==> src/rtl/lc3_pkg.sv <==
// Shared LC-3 control types: FSM states, opcodes, datapath select encodings
// and the bundle of control outputs decoded from the current state.
package lc3_pkg;

  typedef enum logic [4:0] {
    S_HALTED, S_F_MAR, S_F_RD, S_F_IR, S_DECODE,
    S_ADD, S_AND, S_NOT, S_BR, S_BR_TAKE, S_JMP,
    S_JSR_R7, S_JSR_PC,
    S_LDR_MAR, S_LDR_RD, S_LDR_WB,
    S_STR_MAR, S_STR_MDR, S_STR_WR,
    S_PAUSE1, S_PAUSE2
  } state_t;

  localparam logic [3:0] OP_BR    = 4'b0000;
  localparam logic [3:0] OP_ADD   = 4'b0001;
  localparam logic [3:0] OP_JSR   = 4'b0100;
  localparam logic [3:0] OP_AND   = 4'b0101;
  localparam logic [3:0] OP_LDR   = 4'b0110;
  localparam logic [3:0] OP_STR   = 4'b0111;
  localparam logic [3:0] OP_NOT   = 4'b1001;
  localparam logic [3:0] OP_JMP   = 4'b1100;
  localparam logic [3:0] OP_PAUSE = 4'b1101;

  localparam logic [1:0] ALUK_ADD   = 2'b00;
  localparam logic [1:0] ALUK_AND   = 2'b01;
  localparam logic [1:0] ALUK_NOT   = 2'b10;
  localparam logic [1:0] ALUK_PASSA = 2'b11;

  localparam logic [1:0] PCMUX_INC   = 2'b00;
  localparam logic [1:0] PCMUX_BUS   = 2'b01;
  localparam logic [1:0] PCMUX_ADDER = 2'b10;

  localparam logic [1:0] ADDR2_ZERO  = 2'b00;
  localparam logic [1:0] ADDR2_OFF6  = 2'b01;
  localparam logic [1:0] ADDR2_OFF9  = 2'b10;
  localparam logic [1:0] ADDR2_OFF11 = 2'b11;

  localparam logic [1:0] SR1_IR11_9 = 2'b00;
  localparam logic [1:0] SR1_IR8_6  = 2'b01;
  localparam logic [1:0] DR_IR11_9  = 2'b00;
  localparam logic [1:0] DR_R7      = 2'b01;

  typedef struct packed {
    logic       gate_marmux;
    logic       gate_mdr;
    logic       gate_alu;
    logic       gate_pc;
    logic       ld_reg;
    logic       ld_ben;
    logic       ld_cc;
    logic       ld_ir;
    logic       ld_mar;
    logic       ld_mdr;
    logic       ld_pc;
    logic       ld_led;
    logic       addr1mux;
    logic       sr2mux;
    logic       mio_en;
    logic [1:0] pcmux;
    logic [1:0] drmux;
    logic [1:0] addr2mux;
    logic [1:0] sr1mux;
    logic [1:0] aluk;
    logic       mem_oe_n;
    logic       mem_we_n;
    logic       halted;
  } ctrl_t;

  // Everything inactive: loads/gates/selects low, memory strobes high.
  function automatic ctrl_t ctrl_idle();
    ctrl_t c;
    c          = '0;
    c.mem_oe_n = 1'b1;
    c.mem_we_n = 1'b1;
    return c;
  endfunction

endpackage

==> src/rtl/nzp_ben_unit.sv <==
// Condition codes and branch-enable flag. NZP follows the bus value captured
// whenever LD_CC is high; BEN samples the IR condition mask against NZP.
module nzp_ben_unit (
  input  logic        clk,
  input  logic        rst_n,
  input  logic        ld_cc,
  input  logic        ld_ben,
  input  logic [15:0] bus,
  input  logic [2:0]  ir_cond,
  output logic        ben
);

  logic [2:0] nzp;

  // Capture NZP on LD_CC and BEN on LD_BEN; reset leaves Z set.
  always_ff @(posedge clk or negedge rst_n) begin
    if (!rst_n) begin
      nzp <= 3'b010;
      ben <= 1'b0;
    end else begin
      if (ld_cc) begin
        if (bus[15])         nzp <= 3'b100;
        else if (bus == '0)  nzp <= 3'b010;
        else                 nzp <= 3'b001;
      end
      if (ld_ben) ben <= |(ir_cond & nzp);
    end
  end

endmodule

==> src/rtl/lc3_control_fsm.sv <==
// LC-3 subset control unit: Moore FSM sequencing fetch, decode and execute.
// Memory states are held for MEM_WAIT cycles by a down-counter; the same
// counter marks the first PAUSE1 cycle so LD_LED pulses exactly once.
module lc3_control_fsm
  import lc3_pkg::*;
#(
  parameter int MEM_WAIT = 2
) (
  input  logic        Clk,
  input  logic        Reset,
  input  logic        Run,
  input  logic        Continue,
  input  logic [15:0] IR,
  input  logic [15:0] Bus,
  output logic        GateMARMUX,
  output logic        GateMDR,
  output logic        GateALU,
  output logic        GatePC,
  output logic        LD_REG,
  output logic        LD_BEN,
  output logic        LD_CC,
  output logic        LD_IR,
  output logic        LD_MAR,
  output logic        LD_MDR,
  output logic        LD_PC,
  output logic        LD_LED,
  output logic        ADDR1MUX,
  output logic        SR2MUX,
  output logic        MIO_EN,
  output logic [1:0]  PCMUX,
  output logic [1:0]  DRMUX,
  output logic [1:0]  ADDR2MUX,
  output logic [1:0]  SR1MUX,
  output logic [1:0]  ALUK,
  output logic        Mem_OE_n,
  output logic        Mem_WE_n,
  output logic        Halted
);

  localparam logic [2:0] WAIT_LD = 3'(MEM_WAIT - 1);

  state_t     state;
  logic [2:0] cnt;
  logic       ben;
  ctrl_t      c;
  logic [3:0] opcode;
  logic       unused_ir;

  assign opcode    = IR[15:12];
  assign unused_ir = ^{IR[8:6], IR[4:0]};

  // State and hold-counter sequencing.
  always_ff @(posedge Clk or negedge Reset) begin
    if (!Reset) begin
      state <= S_HALTED;
      cnt   <= '0;
    end else begin
      unique case (state)
        S_HALTED:  if (Run) state <= S_F_MAR;
        S_F_MAR: begin
          state <= S_F_RD;
          cnt   <= WAIT_LD;
        end
        S_F_RD:    if (cnt == '0) state <= S_F_IR; else cnt <= cnt - 3'd1;
        S_F_IR:    state <= S_DECODE;
        S_DECODE: begin
          case (opcode)
            OP_ADD:   state <= S_ADD;
            OP_AND:   state <= S_AND;
            OP_NOT:   state <= S_NOT;
            OP_BR:    state <= S_BR;
            OP_JMP:   state <= S_JMP;
            OP_JSR:   state <= S_JSR_R7;
            OP_LDR:   state <= S_LDR_MAR;
            OP_STR:   state <= S_STR_MAR;
            OP_PAUSE: begin
              state <= S_PAUSE1;
              cnt   <= 3'd1;
            end
            default:  state <= S_F_MAR;
          endcase
        end
        S_ADD, S_AND, S_NOT, S_BR_TAKE, S_JMP, S_JSR_PC, S_LDR_WB:
          state <= S_F_MAR;
        S_BR:      state <= ben ? S_BR_TAKE : S_F_MAR;
        S_JSR_R7:  state <= S_JSR_PC;
        S_LDR_MAR: begin
          state <= S_LDR_RD;
          cnt   <= WAIT_LD;
        end
        S_LDR_RD:  if (cnt == '0) state <= S_LDR_WB; else cnt <= cnt - 3'd1;
        S_STR_MAR: state <= S_STR_MDR;
        S_STR_MDR: begin
          state <= S_STR_WR;
          cnt   <= WAIT_LD;
        end
        S_STR_WR:  if (cnt == '0) state <= S_F_MAR; else cnt <= cnt - 3'd1;
        S_PAUSE1: begin
          cnt <= '0;
          if (Continue) state <= S_PAUSE2;
        end
        S_PAUSE2:  if (!Continue) state <= S_F_MAR;
        default:   state <= S_HALTED;
      endcase
    end
  end

  // Control outputs decoded from the current state only (plus IR[5]).
  always_comb begin
    c        = ctrl_idle();
    c.sr2mux = IR[5];
    unique case (state)
      S_HALTED: begin
        c.halted = 1'b1;
        c.sr2mux = 1'b0;
      end
      S_F_MAR: begin
        c.gate_pc = 1'b1;
        c.ld_mar  = 1'b1;
        c.pcmux   = PCMUX_INC;
        c.ld_pc   = 1'b1;
      end
      S_F_RD, S_LDR_RD: begin
        c.mio_en   = 1'b1;
        c.ld_mdr   = 1'b1;
        c.mem_oe_n = 1'b0;
      end
      S_F_IR: begin
        c.gate_mdr = 1'b1;
        c.ld_ir    = 1'b1;
      end
      S_DECODE: c.ld_ben = 1'b1;
      S_ADD, S_AND, S_NOT: begin
        c.sr1mux   = SR1_IR8_6;
        c.drmux    = DR_IR11_9;
        c.aluk     = (state == S_ADD) ? ALUK_ADD :
                     (state == S_AND) ? ALUK_AND : ALUK_NOT;
        c.gate_alu = 1'b1;
        c.ld_reg   = 1'b1;
        c.ld_cc    = 1'b1;
      end
      S_BR_TAKE: begin
        c.addr1mux = 1'b0;
        c.addr2mux = ADDR2_OFF9;
        c.pcmux    = PCMUX_ADDER;
        c.ld_pc    = 1'b1;
      end
      S_JMP: begin
        c.sr1mux   = SR1_IR8_6;
        c.aluk     = ALUK_PASSA;
        c.gate_alu = 1'b1;
        c.pcmux    = PCMUX_BUS;
        c.ld_pc    = 1'b1;
      end
      S_JSR_R7: begin
        c.gate_pc = 1'b1;
        c.drmux   = DR_R7;
        c.ld_reg  = 1'b1;
      end
      S_JSR_PC: begin
        c.addr1mux = 1'b0;
        c.addr2mux = ADDR2_OFF11;
        c.pcmux    = PCMUX_ADDER;
        c.ld_pc    = 1'b1;
      end
      S_LDR_MAR, S_STR_MAR: begin
        c.sr1mux      = SR1_IR8_6;
        c.addr1mux    = 1'b1;
        c.addr2mux    = ADDR2_OFF6;
        c.gate_marmux = 1'b1;
        c.ld_mar      = 1'b1;
      end
      S_LDR_WB: begin
        c.gate_mdr = 1'b1;
        c.drmux    = DR_IR11_9;
        c.ld_reg   = 1'b1;
        c.ld_cc    = 1'b1;
      end
      S_STR_MDR: begin
        c.sr1mux   = SR1_IR11_9;
        c.aluk     = ALUK_PASSA;
        c.gate_alu = 1'b1;
        c.mio_en   = 1'b0;
        c.ld_mdr   = 1'b1;
      end
      S_STR_WR:  c.mem_we_n = 1'b0;
      S_PAUSE1:  c.ld_led = (cnt != '0);
      default: ;
    endcase
  end

  nzp_ben_unit u_nzp_ben (
    .clk     (Clk),
    .rst_n   (Reset),
    .ld_cc   (c.ld_cc),
    .ld_ben  (c.ld_ben),
    .bus     (Bus),
    .ir_cond (IR[11:9]),
    .ben     (ben)
  );

  assign GateMARMUX = c.gate_marmux;
  assign GateMDR    = c.gate_mdr;
  assign GateALU    = c.gate_alu;
  assign GatePC     = c.gate_pc;
  assign LD_REG     = c.ld_reg;
  assign LD_BEN     = c.ld_ben;
  assign LD_CC      = c.ld_cc;
  assign LD_IR      = c.ld_ir;
  assign LD_MAR     = c.ld_mar;
  assign LD_MDR     = c.ld_mdr;
  assign LD_PC      = c.ld_pc;
  assign LD_LED     = c.ld_led;
  assign ADDR1MUX   = c.addr1mux;
  assign SR2MUX     = c.sr2mux;
  assign MIO_EN     = c.mio_en;
  assign PCMUX      = c.pcmux;
  assign DRMUX      = c.drmux;
  assign ADDR2MUX   = c.addr2mux;
  assign SR1MUX     = c.sr1mux;
  assign ALUK       = c.aluk;
  assign Mem_OE_n   = c.mem_oe_n;
  assign Mem_WE_n   = c.mem_we_n;
  assign Halted     = c.halted;

endmodule

==> config.mk <==
export PLATFORM = sky130hd
export DESIGN_NAME = lc3_control_fsm
export DESIGN_NICKNAME = d
export VERILOG_FILES = /design/src/rtl/lc3_pkg.sv /design/src/rtl/nzp_ben_unit.sv /design/src/rtl/lc3_control_fsm.sv
export SDC_FILE = /design/constraint.sdc
export NUM_CORES = 1
export LEC_CHECK = 0
export CAP_MARGIN = 20
export CORE_MARGIN = 4
export CORE_UTILIZATION = 36
export DETAILED_ROUTE_END_ITERATION = 12
export GPL_TIMING_DRIVEN = 1
export HOLD_SLACK_MARGIN = 0.02
export PLACE_DENSITY = 0.76
export SLEW_MARGIN = 15
export SYNTH_ARGS = -nofsm -noshare
export SYNTH_HDL_FRONTEND = slang
export SYNTH_SLANG_ARGS = --single-unit
==> constraint.sdc <==
create_clock -name Clk -period 1.7 [get_ports Clk]
set_clock_uncertainty 0.1 [all_clocks]
set_input_delay 0.34 -clock Clk [delete_from_list [all_inputs] [get_ports Clk]]
set_output_delay 0.34 -clock Clk [all_outputs]
set_load 0.05 [all_outputs]
==> out/results.ini, run 1 <==
[outcome]
status=stopped before the end
stop_stage=4_1_cts
error=[ERROR DPL-0033] detailed placement checks failed during check placement.

[synthesis]
synth_compound_area_share_pct=27.5
avgSynthCellArea_um2=7.22
yosysWarnings=0
ys_ff_latch=12
yosys-mux-area-fraction_pct=2.48
synth-async-reset-ratio_pct=100
synth-simple-area-share_pct=28.4
postSynthCellCount=175
ys_seq_area_share_pct=23.9
synth-xor-area-share_pct=4.85
yosysUniqueCellTypes=46
synth-edff-count=0
syn_area_mm2=0.00126
yosys.area_share.adder_pct=2.77
synth_top_family_by_area=simple AND/OR/NAND/NOR gates
synthFlopType=dfrtp_1

[clocking]
cts.sink_count=12
clockRootBuffer=clkbuf_4
hold_buffers=0
post-cts-setup-buffers=25
cts_buffer_depth=2
ctsResizeCount=76
cts_buffers=3
htree_levels=1

[die]
dieHeight_um=67.2
start_util_pct=37.6
ios=64
rows=21
dieWidth_um=67.2

[placement]
dp.cells=323
place_congestion=0.921
io_buffers=53
hpwl_um=4660

==> kinds of logic after synthesis <==
group / after synthesis
flip-flops: 12
buffers and inverters: 27
AND/OR/NAND/NOR: 68
XOR/XNOR: 7
adder cells (fa/ha/maj): 3
multiplexers: 3
other: 1
AO/OA/AOI/OAI: 54
==> cells in the mapped netlist (2+ instances only) <==
master,instances,area [um^2]
buf_4,4,30.0
xnor2_1,3,26.3
o21ai_0,8,40.0
mux2i_1,2,20.0
a21oi_1,16,80.1
or3_1,3,18.8
inv_1,12,45.0
xor2_1,4,35.0
nor2_1,16,60.1
a31oi_1,2,12.5
o21ai_1,3,15.0
nor4bb_1,2,20.0
buf_2,6,30.0
nor4_1,8,50.1
nand2_1,14,52.6
o21bai_1,2,15.0
nor2b_1,3,18.8
o22ai_1,4,25.0
nand3b_1,2,15.0
a21o_2,2,17.5
ha_1,2,25.0
nand2b_1,2,12.5
dfrtp_1,11,275
o32ai_1,5,43.8
nand3_1,4,20.0
nor3_1,7,35.0
clkbuf_1,4,15.0
o31ai_1,3,22.5
a22oi_1,4,30.0
==> per-stage QoR <==
stage | area [um^2] | setup TNS (ns) | worst slack, ns | util [%] | hold slack [ns]
after global placement | 2810 | -4.43 | -0.266 | 83.6 | 0.360
after detailed placement | 2810 | -6.30 | -0.450 | 83.6 | 0.376
after floorplan | 1660 | -3.00 | -0.487 | - | -0.0556
==> run 2: changes to the inputs <==
- CORE_UTILIZATION: 36 -> 35
- HOLD_SLACK_MARGIN: 0.02 -> not set
- PLACE_DENSITY: 0.76 -> not set
- PLACE_DENSITY_LB_ADDON: not set -> 0.15
- clock period: 1.7 -> 2.2 ns (I/O delays scaled with it)
==> run 2 against run 1 <==
Against the previous run: the flow now finishes, with violations (setup timing); synthesized cell count unchanged; area after synthesis unchanged.
==> out/results.ini, run 2 <==
[job]
cap_violations=0

[power_and_ir_drop]
leakage_nw=1.11
ir_worst_vdd_mv=1.01
finalPower_mw=3.62
power_density_mw_per_mm2=1340

[critical_path]
r2r_slack_ns=0.17
critPathMaxFanout=7
cp.required_ns=1.66
worstPathArrival_ns=1.70
crit_path_end_kind=primary output
start_kind=register
criticalPathCategory=register to primary output

[detailed_routing]
first_pass_iters=4
remaining_drc_errors=0
viasPerCell=5.57
drtAntennaViolNets=0
drtIter0Drc=64
wl_per_cell_um=17.4
wirelength_um=5390
vias=1727

[clocking]
clk_latency_ns=0.28
cts.sink_count=12  ; unchanged
htree_levels=1  ; unchanged
cts_buffer_depth=2  ; unchanged
clockRootBuffer=clkbuf_4
clk_pin_slew_worst_paths_ns=0.09
cts_buffers=3  ; unchanged
cts_tree=done

[layout]
layout_commonest_cell=buf_4
largest_reg_flops=5
layout_common_cells=40 x buf_4, 27 x clkdlybuf4s50_1, 26 x buf_12
diodes=0
drive_above_1_share_pct=48.9
regMostFlops=state
area_delta_synth_final_pct=114
fin_nets=303
stdcell_area_mm2=0.00270
top_regs=state: 5 flops, cnt: 3 flops, u_nzp_ben.nzp: 3 flops

[timing]
rsz0062_at_grt=yes
relSlewSlack_pct=62.1
fin_crit_sh_pct=102
report.final.slew_viol_count=0
max_freq_mhz=447
setup_viol=5
finalCriticalPeriod_ns=2.24
worst_slack_ns=-0.0352
hold_violations=0
worstMarginPinSlew_ns=0.567

[global_route]
grt_overflow_total=0
grt_start_max_net_pins=19
grt_pass1_vias=1604
grt_usage_pct=21.4
antenna_found_initial=0
grt_pass1_wl_um=7580

[worst_hold_path]
hold_path.class=register to register

[synthesis]
synthTopCellsByArea=dfrtp_1 22%, a21oi_1 6.3%, nor2_1 4.8%, nand2_1 4.2%, nor4_1 4.0%
postSynthCellCount=175  ; unchanged
synth-async-reset-ratio_pct=100  ; unchanged
syn_area_mm2=0.00126  ; unchanged
yosysUniqueCellTypes=46  ; unchanged
yosysWarnings=0  ; unchanged
synth_top_area_cell=dfrtp_1
yosysTopAreaCellShare_pct=21.8  ; unchanged
synthTopCellsByCount=16 x a21oi_1, 16 x nor2_1, 14 x nand2_1
avgSynthCellArea_um2=7.22  ; unchanged
ys_seq_area_share_pct=23.9  ; unchanged
synthFlopType=dfrtp_1
ys_ff_latch=12  ; unchanged
synth-edff-count=0  ; unchanged

[placement]
io_buffers=53  ; unchanged
place_congestion=0.928  ; +0.74%
hpwl_um=3780  ; -19%
dpl_cell_area_mm2=0.00230  ; -18%

[die]
dieWidth_um=68.1  ; +1.3%
ios=64  ; unchanged
rows=21  ; unchanged
dieHeight_um=68.1  ; +1.3%
design.core.area_mm2=0.00342
dieArea_mm2=0.00464
start_util_pct=37.0  ; -0.58 points

[outcome]
status=complete, but fails checks
violations=setup timing

## run 2: cell counts after synthesis
No cell type changed its count.
## run 2: layout make-up
class,count,area (um^2)
repair buffers,99,1160
multi-input cells,137,1090
fillers,218,713
flip-flops and latches,12,307
well taps,46,57.6
inverters,12,48.8
clock buffers,4,36.3
## run 2: power breakdown
| group | leakage [nW] | switching [mW] | total, mW | internal [mW] |
|---|---|---|---|---|
| clock network | 0.0210 | 0.0848 | 0.185 | 0.101 |
| logic | 0.946 | 1.64 | 3.01 | 1.37 |
| registers | 0.142 | 0.118 | 0.429 | 0.311 |
## run 2: what timing repair did
action	4_1_cts	5_1_grt
hold buffers	0	0
pin swaps	1	8
buffers inserted	6	14
endpoints found under the setup margin	21	23
resized for setup	24	32
## run 2: layer usage
| metal | routed length, um | track usage (%) |
|---|---|---|
| met1 | 2010 | 24.6 |
| met4 | 111 | 4.96 |
| met3 | 453 | 3.12 |
| met5 | 0 | 0 |
| met2 | 2810 | 41.0 |
## run 2: final timing paths
path                                   from          endpoint  depth (start not counted)
max in group asynchronous             Reset          state[0]                          1
setup reg to reg                   state[2]            cnt[1]                          7
setup / recovery                   state[2]           GateALU                          7
hold reg to reg            u_nzp_ben.nzp[1]  u_nzp_ben.nzp[1]                          2
hold / removal             u_nzp_ben.nzp[1]  u_nzp_ben.nzp[1]                          2
min in group asynchronous             Reset  u_nzp_ben.nzp[0]                          1
## run 2: logic make-up (layout without fill, tap and decap cells)
family          count (synthesis)  count (layout)  share of synthesized area [%]
simple gates                   68              68                           28.4
compound gates                 54              54                           27.5
buf+inv                        27             115                           9.80
flops                          12              12                           23.9
xor+xnor                        7               7                           4.85
fa+ha+maj                       3               3                           2.77
mux                             3               3                           2.48
other cells                     1               2                          0.297
## run 2: worst max-delay path, cell delays in order, from the launching register on
cell and delay (ns):
dfrtp_2 0.47, buf_4 0.14, inv_2 0.04, buf_4 0.15, nor3_2 0.21, a21oi_2 0.06, o21ai_2 0.18, buf_12 0.16
## run 2: metrics by stage
stage / hold slack [ns] / instances / TNS, ns / utilization, % / setup WS (ns)
after floorplan: 0.0444 / 176 / -2.38 / - / -0.356
after global placement: 0.366 / 286 / 0 / 67.4 / 0.0569
after detailed placement: 0.378 / 286 / -0.00869 / 67.4 / -0.00869
after CTS: 0.392 / 296 / -0.210 / 72.8 / -0.0583
after global routing: 0.425 / 310 / -1.10 / 79.1 / -0.147
final: 0.396 / 310 / -0.115 / 79.1 / -0.0352
(Power assumes the default switching activity.)
